$ cat src/rtl/mont_final_reduce.sv
// -----------------------------------------------------------------------------
// mont_final_reduce
//
// Final reduction stage behind the Montgomery multiplier top. A rising edge on
// done_in captures the raw sum S_in and the modulus M. The block then reduces
// the captured sum modulo M by repeated conditional subtraction, one decision
// per clock, and presents the result on a valid/ready handshake.
//
// Handshake: res/err are offered while res_valid = 1. They are held stable
// until the consumer drives res_ready = 1 at a clock edge where res_valid = 1.
// The transfer happens on that edge. res_ready has no effect at any other
// time.
//
// Ports
//   clk        in   1    system clock, rising edge
//   rst        in   1    synchronous active-high reset
//   S_in       in   SW   raw Montgomery sum
//   done_in    in   1    multiplier done level; its rising edge starts a capture
//   M          in   MW   modulus, sampled on the capture edge
//   res        out  MW   reduced result, meaningful while res_valid = 1
//   res_valid  out  1    result available
//   res_ready  in   1    consumer accepts res
//   busy       out  1    block is in REDUCE or OUT
//   err        out  1    result is invalid: M == 0 or subtraction budget exhausted
//   drop       out  1    one-cycle pulse: a done_in rising edge arrived while busy
//   dbg_state  out  2    current FSM state (0 IDLE, 1 REDUCE, 2 OUT)
// -----------------------------------------------------------------------------
module mont_final_reduce #(
    parameter int SW      = 9,
    parameter int MW      = 6,
    parameter int MAX_SUB = 8
) (
    input  logic          clk,
    input  logic          rst,
    input  logic [SW-1:0] S_in,
    input  logic          done_in,
    input  logic [MW-1:0] M,
    output logic [MW-1:0] res,
    output logic          res_valid,
    input  logic          res_ready,
    output logic          busy,
    output logic          err,
    output logic          drop,
    output logic [1:0]    dbg_state
);

    // Wide enough to hold the value MAX_SUB itself.
    localparam int CW = $clog2(MAX_SUB + 1);
    localparam logic [CW-1:0] MAX_CNT = CW'(MAX_SUB);

    typedef enum logic [1:0] {
        IDLE   = 2'd0,
        REDUCE = 2'd1,
        OUT    = 2'd2
    } state_t;

    state_t          r_state;
    logic [SW-1:0]   r_acc;
    logic [MW-1:0]   r_m_q;
    logic [CW-1:0]   r_cnt;
    logic [MW-1:0]   r_res;
    logic            r_res_valid;
    logic            r_err;
    logic            r_drop;
    logic            r_done_d;

    logic            w_rise;
    logic [SW-1:0]   w_m_ext;
    logic            w_ge;
    logic            w_m_zero;
    logic            w_budget_left;

    // r_done_d resets to 1 so a done_in level that is still high when reset
    // releases is not mistaken for a fresh edge.
    assign w_rise        = done_in & ~r_done_d;

    // Compare and subtract at the accumulator width; since the subtraction
    // only happens when acc >= m_q, acc can never wrap.
    assign w_m_ext       = {{(SW-MW){1'b0}}, r_m_q};
    assign w_ge          = (r_acc >= w_m_ext);
    assign w_m_zero      = (r_m_q == '0);
    assign w_budget_left = (r_cnt < MAX_CNT);

    always_ff @(posedge clk) begin
        if (rst) begin
            r_state     <= IDLE;
            r_acc       <= '0;
            r_m_q       <= '0;
            r_cnt       <= '0;
            r_res       <= '0;
            r_res_valid <= 1'b0;
            r_err       <= 1'b0;
            r_drop      <= 1'b0;
            r_done_d    <= 1'b1;
        end else begin
            r_done_d <= done_in;
            // Any edge seen outside IDLE is discarded; the operation in flight
            // continues untouched.
            r_drop   <= w_rise && (r_state != IDLE);

            case (r_state)
                IDLE: begin
                    if (w_rise) begin
                        r_acc   <= S_in;
                        r_m_q   <= M;
                        r_cnt   <= '0;
                        r_err   <= 1'b0;
                        r_state <= REDUCE;
                    end
                end

                REDUCE: begin
                    if (w_m_zero) begin
                        // Reduction by zero is meaningless; report it at once.
                        r_err       <= 1'b1;
                        r_res       <= '0;
                        r_res_valid <= 1'b1;
                        r_state     <= OUT;
                    end else if (w_ge && w_budget_left) begin
                        r_acc <= r_acc - w_m_ext;
                        r_cnt <= r_cnt + 1'b1;
                    end else if (w_ge) begin
                        // Budget spent but still not below m_q: emit the
                        // partially reduced low bits flagged as an error.
                        r_err       <= 1'b1;
                        r_res       <= r_acc[MW-1:0];
                        r_res_valid <= 1'b1;
                        r_state     <= OUT;
                    end else begin
                        r_res       <= r_acc[MW-1:0];
                        r_res_valid <= 1'b1;
                        r_state     <= OUT;
                    end
                end

                OUT: begin
                    // res and err keep their values after the transfer.
                    if (r_res_valid && res_ready) begin
                        r_res_valid <= 1'b0;
                        r_state     <= IDLE;
                    end
                end

                default: begin
                    r_res_valid <= 1'b0;
                    r_state     <= IDLE;
                end
            endcase
        end
    end

    assign res       = r_res;
    assign res_valid = r_res_valid;
    assign err       = r_err;
    assign drop      = r_drop;
    assign busy      = (r_state != IDLE);
    assign dbg_state = r_state;

endmodule

$ cat config.mk
export PLATFORM = sky130hd
export DESIGN_NAME = mont_final_reduce
export DESIGN_NICKNAME = d
export VERILOG_FILES = /design/src/rtl/mont_final_reduce.sv
export SDC_FILE = /design/constraint.sdc
export NUM_CORES = 1
export LEC_CHECK = 0
export BUFFER_PORTS_ARGS = -buffer_cell sky130_fd_sc_hd__buf_2
export CAP_MARGIN = 20
export CORE_ASPECT_RATIO = 0.6
export CORE_MARGIN = 2
export CORE_UTILIZATION = 43
export CTS_BUF_LIST = sky130_fd_sc_hd__clkbuf_4 sky130_fd_sc_hd__clkbuf_8
export DETAILED_ROUTE_END_ITERATION = 12
export GPL_ROUTABILITY_DRIVEN = 0
export GPL_TIMING_DRIVEN = 0
export PLACE_DENSITY = 0.67
export SYNTH_ARGS = -nofsm -noshare
export SYNTH_HDL_FRONTEND = slang
export SYNTH_SLANG_ARGS = --single-unit
export TNS_END_PERCENT = 20
$ cat constraint.sdc
create_clock -name clk -period 2.3 [get_ports clk]
set_input_delay 0.115 -clock clk [delete_from_list [all_inputs] [get_ports clk]]
set_output_delay 0.115 -clock clk [all_outputs]
set_load 0.01 [all_outputs]
# After elaboration in Yosys (flattened, before gate mapping)

Index checks and enable logic that the tools add are counted.

Magnitude comparators: 2
Multiplexer cells: 24
Reduce and logical (&&, ||, !) cells: 13
Add/sub/neg operators: 2
Bitwise logic cells: 3
Equality and inequality tests: 9

Operator list:

| operator              | count |
|---|---|
| $mux W9               | 3 |
| $pmux W9 S2           | 1 |
| $mux W4               | 3 |
| $mux W6               | 2 |
| $ne A2 B2 Y1 const B  | 5 |
| $ge A9 B6 Y1          | 1 |
| $sub A9 B6 Y9         | 1 |
| $mux W2               | 4 |
| $pmux W4 S2           | 1 |
| $reduce_and A4 Y1     | 2 |
| $mux W1               | 7 |
| $logic_not A6 Y1      | 1 |
| $ne A3 B3 Y1 const B  | 2 |
| $pmux W2 S3           | 1 |
| $reduce_and A3 Y1     | 2 |
| $add A4 B1 Y4 const B | 1 |
| $lt A4 B4 Y1 const B  | 1 |
| $reduce_and A2 Y1     | 2 |
| $reduce_bool A2 Y1    | 2 |
| $logic_and A1 B1 Y1   | 3 |
| $pmux W1 S3           | 1 |
| $eq A2 B1 Y1 const B  | 1 |
| $eq A2 B2 Y1 const B  | 1 |
| $logic_not A2 Y1      | 1 |
| 3 further kinds       | 4 |

Word-level logic and storage cells: 62
Input bits: 19
Register bits after elaboration: 31
Output and inout port bits: 12

# Logic depth before layout (Yosys ltp)

Gate-level depths: netlist of the first run.

Depth in word-level cells: 5
Depth in mapped cells: 9
Depth with buffers taken out: 9

# Worst setup path after synthesis of the first run

OpenSTA, ideal clock, no wires.

Path kind: reg2reg
Start: register r_m_q[1]
End: register r_acc[6]
Slack: 0.231 ns
Cell stages (with the launch flop): 9
Library setup time: 0.117 ns
Data required time: 2.183 ns
Data arrival time: 1.952 ns
Clock period less this slack: 2.069 ns
Buffers on the path: 0
Path through: dfxtp_1 inv_1 ha_1 nor2b_1 o31a_1 o21a_1 o21ai_2 nand2_2 a32o_1

Cells in the longest elaborated chain, start to end: 4
Elaborated cells on any way between the ends: 10
Those cells by class: add/sub: 1; order compare: 1; eq/ne: 2; mux: 3; reduce/logical: 3

RTL lines:

| what                                                    | RTL line | RTL |
|---|---|---|
| from (decl)                                             | 59       | `logic [MW-1:0] r_m_q;` |
| from (signal assigned)                                  | 88       | `r_m_q <= '0;` |
| from (signal assigned)                                  | 105      | `r_m_q <= M;` |
| $sub A9 B6 Y9 / $ge A9 B6 Y1 (equally long branches)    | 120, 80  |  |
| $mux W9 / $logic_and A1 B1 Y1 (equally long branches)   | 119      | `end else if (w_ge && w_budget_left) begin` |
| $mux W9 / $ne A2 B2 Y1 (equally long branches)          | -        |  |
| $pmux W9 S2 / $reduce_and A4 Y1 (equally long branches) | -        |  |
| to (signal assigned)                                    | 104      | `r_acc <= S_in;` |
| to (signal assigned)                                    | 120      | `r_acc <= r_acc - w_m_ext;` |
| to (decl)                                               | 58       | `logic [SW-1:0] r_acc;` |

Parallel ways exist; a longest one is shown, timed or not. The select of a mux whose other input is x is not followed.
A chain may end at the register's enable or synchronous reset.

# Final worst setup path of the first run

Start: register r_m_q[1]
End: register r_cnt[2]

Cells in the longest elaborated chain, start to end: 4
Elaborated cells on any way between the ends: 6
Those cells by class: order compare: 1; eq/ne: 2; reduce/logical: 3

RTL lines:

| what                          | RTL line | RTL |
|---|---|---|
| $ge A9 B6 Y1                  | 80       | `assign w_ge = (r_acc >= w_m_ext);` |
| $logic_and A1 B1 Y1           | 119      |  |
| $ne A2 B2 Y1 (no line)        | -        |  |
| $reduce_and A4 Y1 (no line) * | -        |  |
| to (signal assigned)          | 121      | `r_cnt <= r_cnt + 1'b1;` |
| to (decl)                     | 60       | `logic [CW-1:0] r_cnt;` |

Every way passes the cells marked *; elsewhere a longest branch is shown, timed or not.

==> results by group, run 1 <==
Run status
  • Outcome: complete, no violations

Critical path
  • CP Launch Type: register
  • Crit path DAT: 2.44 ns
  • Max incr delay on CP: 0.38 ns
  • Critical Path, Cell by Cell: inv_1 -> ha_1 -> nor2b_1 -> o31a_1 -> o21a_4 -> o21ai_4 -> buf_4 -> nor4b_1 -> a31o_2
  • Crit path kind: register to register
  • Worst setup EP type: register
  • CP required: 2.50 ns
  • Crit path max-delay family: compound AO/OA/AOI/OAI gates
  • Worst Path Max Fanout: 5
  • CP max stage cell: o31a_1
  • CP Buf/Inv Count: 2

CTS
  • Maximum buffer depth of the clock tree: 2
  • Clk slew on worst S/H paths: 0.07 ns
  • CTS root buf: clkbuf_8
  • Sink Count: 31
  • CTS tree: built
  • Worst-Skew Late Latency: 0.30 ns
  • Clock buffer count from CTS: 5
  • H-tree Lvls: 2

GRT
  • Met3 Use GR: 6.864%
  • GRT overflow: 0
  • GRT Max-Usage Layer: met2
  • Total GRT Usage: 22.54%
  • Met1 GRT Util: 31.18%
  • Vias in the first global route: 1503
  • First-pass GRT wire length: 7486 um
  • Initial antenna violation count: 0
  • Met2 Resource Use GR: 32.16%
  • Largest net degree at the start of global routing: 11

Logic synthesis
  • Top cell type's share of synthesized area: 36.10%
  • Synthesis Warnings: 0
  • Number of synthesized flops with an enable pin: 0
  • Seq/Total Area, Yosys: 36.10%
  • Post-synthesis net count: 234
  • Yosys cell types: 47
  • Post-Syn Area: 0.001719 sq mm
  • Yosys reg bits: 31
  • Synth Instances: 207
  • Top FF cell, synth: dfxtp_1
  • Dominant cells by area after synthesis: dfxtp_1 (36%), nand2_1 (5.9%), a21oi_1 (5.5%)
  • Ys async rst share: 0%
  • Mean Syn Cell Area: 8.305 sq um
  • Post-synth top area cell: dfxtp_1

Finish
  • Reg area: 621.8 sq um
  • Finished Layout Cells: 294
  • Area grow syn2layout: 21.32%
  • Highest-count cells in the layout ignoring fill and taps: buf_2 (33), dfxtp_1 (30), nand2_1 (27)
  • Area of the multi-input gates: 0.001044 sq mm
  • Most common cell after layout, fill and taps aside: buf_2
  • Share of cells above drive strength 1: 25.10%
  • Post-route cell area: 0.002086 sq mm
  • Net count, final: 273
  • Filler cells: 356
  • Antenna Diode Count: 0

Detailed routing
  • Routed WL: 4744 um
  • Via count: 1692
  • Initial drt markers: 101
  • Vias per std cell: 5.755
  • Wire length per cell after detailed routing: 16.14 um
  • # DRC: 0
  • DR pass1 iterations: 4
  • Post-route ant nets: 0

Floorplanning
  • CORE AREA: 0.003744 sq mm
  • Core Rows: 17
  • Die area: 0.004536 sq mm
  • # IOs: 31
  • Die H: 52.98 um
  • Starting Density: 45.92%
  • DIE WIDTH: 85.63 um

Timing
  • Clock Skew: 0.005772 ns
  • Final Hold Fails: 0
  • Fin. max-slew vios: 0
  • Hold WS: 0.01536 ns
  • Worst slew margin relative to its limit: 56.46%
  • Final setup viols: 0
  • Min cycle time layout: 2.239 ns
  • RSZ-0062 raised after global routing: true
  • Period utilisation layout: 97.37%
  • Setup WS post-layout: 0.06055 ns
  • Tightest Pin Transition: 0.6496 ns
  • Achievable Freq: 446.5 MHz

Power and ir drop
  • PD cells: 709.6 mW/mm^2
  • Total Power: 0.001480 W
  • Leakage: 0.8203 nW
  • Maximum VDD drop: 0.3798 mV

Job
  • Number of max-cap violations: 0

Place
  • Post-DP Area: 0.001928 sq mm
  • Dpl ws: -0.1012 ns
  • Dpl hpwl: 3461 um
  • PortBufs: 30
  • Placed cell count: 284

Hold path
  • Min-delay worst type: primary input to register
-- state kept, by name, indices dropped and copies added, names as in the netlist, 2 cells and up --
| name | cells |
|---|---|
| dbg_state | 2 |
| r_acc | 9 |
| r_cnt | 4 |
| r_m_q | 6 |
| res | 6 |
-- what timing repair did --
item | 4_1_cts | 5_1_grt
hold buffers | 0 | 0
pin swaps | 1 | 4
setup buffers | 0 | 2
setup endpoints to repair | 5 | 16
resized for setup | 2 | 4
cloned | 0 | 0
-- cells by family after synthesis --
group / count (synthesis) / synth area share [%]
AO/OA/AOI/OAI: 68 / 27.66
XOR/XNOR: 1 / 0.5096
adder cells (fa/ha/maj): 8 / 6.259
buffers and inverters: 20 / 4.585
flip-flops: 31 / 36.10
AND/OR/NAND/NOR: 79 / 24.89
-- metrics by stage --
| step | util (%) | TNS (ns) |
|---|---|---|
| floorplan | - | 0 |
| global placement | 51.50 | -0.2276 |
| detailed placement | 51.50 | -0.2522 |
| CTS | 54.88 | 0 |
| global route | 55.72 | -0.04791 |
| finish | 55.72 | 0 |
-- area by class of cell --
| type | count | share of cell area, % |
|---|---|---|
| Multi-Input combinational cell | 156 | 50.03 |
| Buffer | 10 | 1.980 |
| Tap cell | 47 | 2.819 |
| Inverter | 10 | 1.800 |
| Clock buffer | 6 | 3.959 |
| Clock inverter | 2 | 1.680 |
| Sequential cell | 31 | 29.81 |
| Timing Repair Buffer | 32 | 7.918 |
-- final timing paths --
| kind | start | to | slack [ns] | cells past startpoint |
|---|---|---|---|---|
| worst min-delay path | done_in | r_done_d | 0.02 | 2 |
| worst min register to register | res[3] | res[3] | 0.47 | 2 |
| worst max-delay path | r_m_q[1] | r_cnt[2] | 0.06 | 9 |
| worst max register to register | r_m_q[1] | r_cnt[2] | 0.06 | 9 |
-- Yosys cell counts, types with 2 or more instances --
library cell,count
dfxtp_1,31
nand2_1,27
a21oi_1,19
o21ai_0,15
nor2_1,11
inv_1,9
nor3_1,9
clkbuf_1,7
ha_1,7
nand4b_1,4
nor2b_1,4
o211ai_1,4
o21a_1,4
a311oi_1,3
buf_2,3
nand2b_1,3
nand3_1,3
o31ai_1,3
o41ai_1,3
or3_1,3
a211oi_1,2
a221oi_1,2
nand3b_1,2
nand4_1,2
nor3_2,2
o21ai_2,2
o22ai_1,2
or2_2,2
-- power by group --
part / switching [W] / total [W] / internal [W]
Clock: 0.000230 / 0.000581 / 0.000350
Combinational: 0.000207 / 0.000327 / 0.000120
Sequential: 0.0000167 / 0.000572 / 0.000555
-- routing by layer --
layer  part of all wire (%)  routed length, um
met1                     50               2351
met2                     41               1928
met3                    7.8                368
met4                    2.0                 95
met5                      0                  0
No activity file was read; power rests on OpenSTA's default activity.
==> run 2, diff against run 1 <==
--- a/config.mk
+++ b/config.mk
@@ -5,15 +5,16 @@
 export SDC_FILE = /design/constraint.sdc
 export NUM_CORES = 1
 export LEC_CHECK = 0
+export ABC_CLOCK_PERIOD_IN_PS = 2300
 export BUFFER_PORTS_ARGS = -buffer_cell sky130_fd_sc_hd__buf_2
 export CAP_MARGIN = 20
 export CORE_ASPECT_RATIO = 0.6
 export CORE_MARGIN = 2
 export CORE_UTILIZATION = 43
-export CTS_BUF_LIST = sky130_fd_sc_hd__clkbuf_4 sky130_fd_sc_hd__clkbuf_8
 export DETAILED_ROUTE_END_ITERATION = 12
 export GPL_ROUTABILITY_DRIVEN = 0
 export GPL_TIMING_DRIVEN = 0
+export HOLD_SLACK_MARGIN = 0.1
 export PLACE_DENSITY = 0.67
 export SYNTH_ARGS = -nofsm -noshare
 export SYNTH_HDL_FRONTEND = slang
==> run 2 against run 1 <==
Critical path depth unchanged. Sequential power barely moved. Fmax up 0.20%. Critical path type unchanged. Critical endpoint unchanged. Largest power group unchanged. Highest routed layer unchanged.
==> results by group, run 2 (synthesis results as in run 1) <==
CTS
  • Worst-Skew Late Latency: 0.30 ns
  • CTS root buf: clkbuf_8
  • Sink Count: 31
  • Clock buffer count from CTS: 5
  • Clk slew on worst S/H paths: 0.07 ns
  • CTS tree: built
  • H-tree Lvls: 2
  • Maximum buffer depth of the clock tree: 2

Finish
  • Area grow syn2layout: 26.56%
  • Finished Layout Cells: 303
  • Filler cells: 347
  • Most common cell after layout, fill and taps aside: buf_2
  • Post-route cell area: 0.002176 sq mm
  • Number of flip-flops in the largest register: 9
  • Antenna Diode Count: 0
  • Area of the multi-input gates: 0.001044 sq mm
  • Highest-count cells in the layout ignoring fill and taps: buf_2 (33), dfxtp_1 (30), nand2_1 (27)
  • Reg area: 621.8 sq um
  • Post-Route Utilization: 58.12%
  • Net count, final: 282
  • Share of cells above drive strength 1: 24.22%
  • Largest register by flop count: r_acc

Floorplanning
  • DIE WIDTH: 85.63 um
  • # IOs: 31
  • Core Rows: 17
  • CORE AREA: 0.003744 sq mm
  • Die area: 0.004536 sq mm
  • Die H: 52.98 um
  • Starting Density: 45.92%

Place
  • PortBufs: 30
  • Dpl hpwl: 3461 um
  • Post-DP Area: 0.001928 sq mm
  • Placed cell count: 284

Critical path
  • CP required: 2.50 ns
  • Crit path kind: register to register
  • R2R Setup Slk: 0.07 ns
  • CP Launch Type: register
  • Worst Path Max Fanout: 5
  • Max incr delay on CP: 0.39 ns
  • Worst setup EP type: register
  • Critical Path, Cell by Cell: inv_1 -> ha_1 -> nor2b_1 -> o31a_1 -> o21a_4 -> o21ai_4 -> buf_4 -> nor4b_1 -> a31o_2
  • Crit path DAT: 2.43 ns
  • CP max stage cell: o31a_1

Timing
  • Clock Skew: 0.005620 ns
  • Final Hold Fails: 0
  • Period utilisation layout: 97.17%
  • RSZ-0062 raised after global routing: true
  • Fin. max-slew vios: 0
  • Tightest Pin Transition: 0.6832 ns
  • Final setup viols: 0
  • Achievable Freq: 447.5 MHz
  • Worst slew margin relative to its limit: 54.20%
  • Hold WS: 0.1079 ns
  • Min cycle time layout: 2.235 ns

GRT
  • GRT overflow: 0
  • Initial antenna violation count: 0
  • Vias in the first global route: 1523
  • First-pass GRT wire length: 7548 um
  • Largest net degree at the start of global routing: 11
  • Total GRT Usage: 22.71%

Power and ir drop
  • Leakage: 0.8579 nW
  • Maximum VDD drop: 0.3794 mV
  • Total Power: 0.001490 W
  • PD cells: 684.7 mW/mm^2

Detailed routing
  • Vias per std cell: 5.683
  • Initial drt markers: 87
  • Wire length per cell after detailed routing: 15.83 um
  • DR pass1 iterations: 4
  • Via count: 1722
  • Routed WL: 4796 um
  • # DRC: 0
  • Post-route ant nets: 0

Job
  • Number of max-cap violations: 0

Run status
  • Outcome: complete, no violations

Hold path
  • Min-delay worst type: primary input to register
## run 2: changes by cell type in the layout (fill, tap and decap cells not counted)
cell           previous run  this run
dlygate4sd3_1             0         9
## run 2: final timing paths
path / start / endpoint / depth (start not counted)
setup / recovery: r_m_q[1] / r_cnt[2] / 9
setup reg to reg: r_m_q[1] / r_cnt[2] / 9
hold / removal: S_in[2] / r_acc[2] / 3
hold reg to reg: res[3] / res[3] / 2
## run 2: final cells by class
class	instances	area share, %
multi-input combinational	156	47.96
tap	47	2.703
timing repair buffer	41	11.73
sequential	31	28.58
buffer	10	1.898
clock inverter	2	1.610
clock buffer	6	3.795
inverter	10	1.725
## run 2: metal layers
| metal | vias to the layer above | wire length [um] | share of wire (%) | GRT usage [%] |
|---|---|---|---|---|
| met5 | - | 0 | 0 | 0 |
| met3 | 9 | 408 | 8.5 | 6.708 |
| li1 | 862 | - | - | - |
| met2 | 60 | 1984 | 41 | 32.81 |
| met1 | 791 | 2320 | 48 | 31.28 |
| met4 | 0 | 83 | 1.7 | 10.05 |
## run 2: per-stage QoR
| step | setup TNS, ns | setup slack [ns] |
|---|---|---|
| after global routing | -0.04791 | -0.01968 |
| final | 0 | 0.06512 |
| after detailed placement | -0.2522 | -0.1012 |
| after global placement | -0.2276 | -0.1006 |
| after CTS | 0 | 0.001418 |
| after floorplan | 0 | 0.2311 |
## run 2: worst max-delay path: cells and delay by family, from the launching register on
family | cells | cell delay, ns
compound gates | 4 | 1.06
fa+ha+maj | 1 | 0.29
simple gates | 2 | 0.21
buf+inv | 2 | 0.21
flops | 1 | 0.37
## run 2: repair_timing
action / in CTS / in global routing
resized for setup: 2 / 4
setup endpoints to repair: 5 / 16
pin swaps: 1 / 4
endpoints found under the hold margin: 9 / 0
setup buffers: 0 / 2
hold buffers: 9 / 0
## run 2: where the power goes
group | leakage, nW | switching [W] | internal [W] | total (W)
Sequential | 0.252 | 0.0000168 | 0.000555 | 0.000572
Combinational | 0.545 | 0.000209 | 0.000130 | 0.000339
Clock | 0.0612 | 0.000228 | 0.000350 | 0.000578
Total | 0.858 | 0.000454 | 0.00104 | 0.00149
==> run 3, diff against run 2 <==
--- a/config.mk
+++ b/config.mk
@@ -5,6 +5,7 @@
 export SDC_FILE = /design/constraint.sdc
 export NUM_CORES = 1
 export LEC_CHECK = 0
+export ABC_AREA = 1
 export ABC_CLOCK_PERIOD_IN_PS = 2300
 export BUFFER_PORTS_ARGS = -buffer_cell sky130_fd_sc_hd__buf_2
 export CAP_MARGIN = 20
==> run 3 against run 2 <==
Largest power group is now sequential cells. Highest routed layer unchanged. Clock power decreased by 30%. First-iteration DRC count increased by 23%. Die area shrank 0.47%.
==> results by group, run 3 <==
Run status
  • Outcome: complete, no violations

GRT
  • Total GRT Usage: 18.67%
  • Largest net degree at the start of global routing: 11
  • Initial antenna violation count: 0
  • First-pass GRT wire length: 6423 um
  • GRT overflow: 0
  • Vias in the first global route: 1380

CTS
  • Clk slew on worst S/H paths: 0.06 ns
  • CTS root buf: clkbuf_8
  • Post-CTS Setup Bufs: 0
  • Sink Count: 31
  • Worst-Skew Late Latency: 0.27 ns
  • CTS tree: built
  • H-tree Lvls: 2
  • Post_cts resized: 0
  • Clock buffer count from CTS: 5
  • Post-cts hold buffer count: 3
  • Maximum buffer depth of the clock tree: 2

Critical path
  • Critical Path, Cell by Cell: inv_1 -> ha_1 -> nand2_1 -> nor2_1 -> o21ai_1 -> nand3_2 -> nand2_2 -> nand2_2 -> a21oi_1 -> nor3_1
  • CP Buf/Inv Count: 1
  • Worst Path Max Fanout: 8
  • CP required: 2.44 ns
  • Worst setup EP type: register
  • CP Launch Type: register
  • Crit path max-delay family: simple AND/OR/NAND/NOR gates
  • Crit path kind: register to register
  • Critical path's most frequent cell: nand2_2
  • CP max stage cell: ha_1
  • Max incr delay on CP: 0.33 ns
  • Crit path DAT: 2.11 ns

Logic synthesis
  • Ys async rst share: 0%
  • Mean Syn Cell Area: 6.925 sq um
  • Post-synth top area cell: dfxtp_1
  • Synthesis Warnings: 0
  • Top cell type's share of synthesized area: 36.28%
  • Top-count cell post-synth: nand2_1
  • Seq/Total Area, Yosys: 36.28%
  • Synth Instances: 247
  • Yosys cell types: 32
  • Dominant cells by area after synthesis: dfxtp_1 (36%), nand2_1 (11%), nor2_1 (7.7%)
  • Post-synthesis net count: 274
  • Post-Syn Area: 0.001710 sq mm
  • Yosys reg bits: 31
  • Top FF cell, synth: dfxtp_1
  • Commonest cells post-synth: nand2_1 (48), nor2_1 (35), dfxtp_1 (31)
  • Number of synthesized flops with an enable pin: 0

Detailed routing
  • Routed WL: 4089 um
  • Via count: 1637
  • Initial drt markers: 107
  • Post-route ant nets: 0
  • # DRC: 0
  • Vias per std cell: 4.887
  • DR pass1 iterations: 5
  • Wire length per cell after detailed routing: 12.21 um

Finish
  • Number of flip-flops in the largest register: 9
  • Area grow syn2layout: 18.73%
  • Largest register by flop count: r_acc
  • Net count, final: 314
  • Highest-count cells in the layout ignoring fill and taps: nand2_1 (48), nor2_1 (35), buf_2 (34)
  • Post-route cell area: 0.002031 sq mm
  • Filler cells: 389
  • Share of cells above drive strength 1: 18.75%
  • Post-Route Utilization: 54.24%
  • Most common cell after layout, fill and taps aside: nand2_1
  • Antenna Diode Count: 0

Power and ir drop
  • Leakage: 0.9837 nW
  • PD cells: 670.4 mW/mm^2
  • Maximum VDD drop: 0.3903 mV
  • Total Power: 0.001361 W

Floorplanning
  • DIE WIDTH: 85.42 um
  • Starting Density: 45.69%
  • Core Rows: 17
  • Die area: 0.004515 sq mm
  • CORE AREA: 0.003744 sq mm
  • Die H: 52.86 um
  • # IOs: 31

Timing
  • Achievable Freq: 508.5 MHz
  • RSZ-0062 raised after global routing: false
  • Final Hold Fails: 0
  • Final setup viols: 0
  • Period utilisation layout: 85.51%
  • Hold WS: 0.1193 ns
  • Min cycle time layout: 1.967 ns
  • Fin. max-slew vios: 0
  • Tightest Pin Transition: 0.4517 ns
  • Total negative slack: 0 ns
  • Clock Skew: 0.003736 ns
  • Worst slew margin relative to its limit: 69.89%

Job
  • Number of max-cap violations: 0

Place
  • Dpl hpwl: 3119 um
  • Post-DP Area: 0.001919 sq mm
  • PortBufs: 30

Hold path
  • Min-delay worst type: primary input to register
## run 3: cell types whose count changed in the layout (fill, tap and decap cells not counted), moves of 4 or more
cell	change
o21ai_1	+6
a21oi_1	+6
nor2_1	+24
clkbuf_1	-4
o211ai_1	-4
nor2b_1	-4
dlygate4sd3_1	-6
inv_1	+19
nand4b_1	-4
nor3_1	-4
nand2_1	+21
nand3_1	+10
## run 3: layer usage
layer  share of wire [%]  track usage, %
met1                  54           27.87
met5                   0               0
met4                0.17           3.175
met2                  39           26.95
met3                 6.6           4.992
## run 3: worst register-to-register path: stages, from the launching register on
cell	delay, ns
dfxtp_1	0.32
inv_1	0.06
ha_1	0.33
nand2_1	0.11
nor2_1	0.05
o21ai_1	0.23
nand3_2	0.16
nand2_2	0.19
nand2_2	0.15
a21oi_1	0.18
nor3_1	0.06
## run 3: area by class of cell
type	instances	area [sq um]	area share [%]
clock buffer	7	76.32	3.758
sequential	31	620.6	30.56
timing repair buffer	33	180.2	8.872
tap	47	58.81	2.896
multi-input combinational	179	934.6	46.03
clock inverter	1	5.005	0.2465
buffer	8	46.29	2.280
inverter	29	108.9	5.360
## run 3: cell families after synthesis
family	after synthesis	synth area share [%]
adder cells (fa/ha/maj)	8	6.291
buffers and inverters	37	9.070
AND/OR/NAND/NOR	116	31.02
AO/OA/AOI/OAI	53	16.31
flip-flops	31	36.28
XOR/XNOR	2	1.024
## run 3: final timing paths
kind / endpoint / startpoint / slack (ns) / cells past startpoint
setup / recovery: res[5] / r_m_q[2] / 0.33 / 10
hold / removal: r_m_q[5] / M[5] / 0.12 / 3
setup reg to reg: res[5] / r_m_q[2] / 0.33 / 10
hold reg to reg: res[3] / res[3] / 0.46 / 2
## run 3: metrics by stage
step / instances / worst slack, ns
2_1_floorplan: 247 / 0.5836
3_3_place_gp: 324 / 0.3784
3_5_place_dp: 324 / 0.3844
4_1_cts: 335 / 0.3575
5_1_grt: 335 / 0.1510
6_report: 335 / 0.3332
## run 3: where the power goes
group	internal, W	switching (W)
registers	0.000569	0.0000243
logic	0.000134	0.000230
clock network	0.000212	0.000192
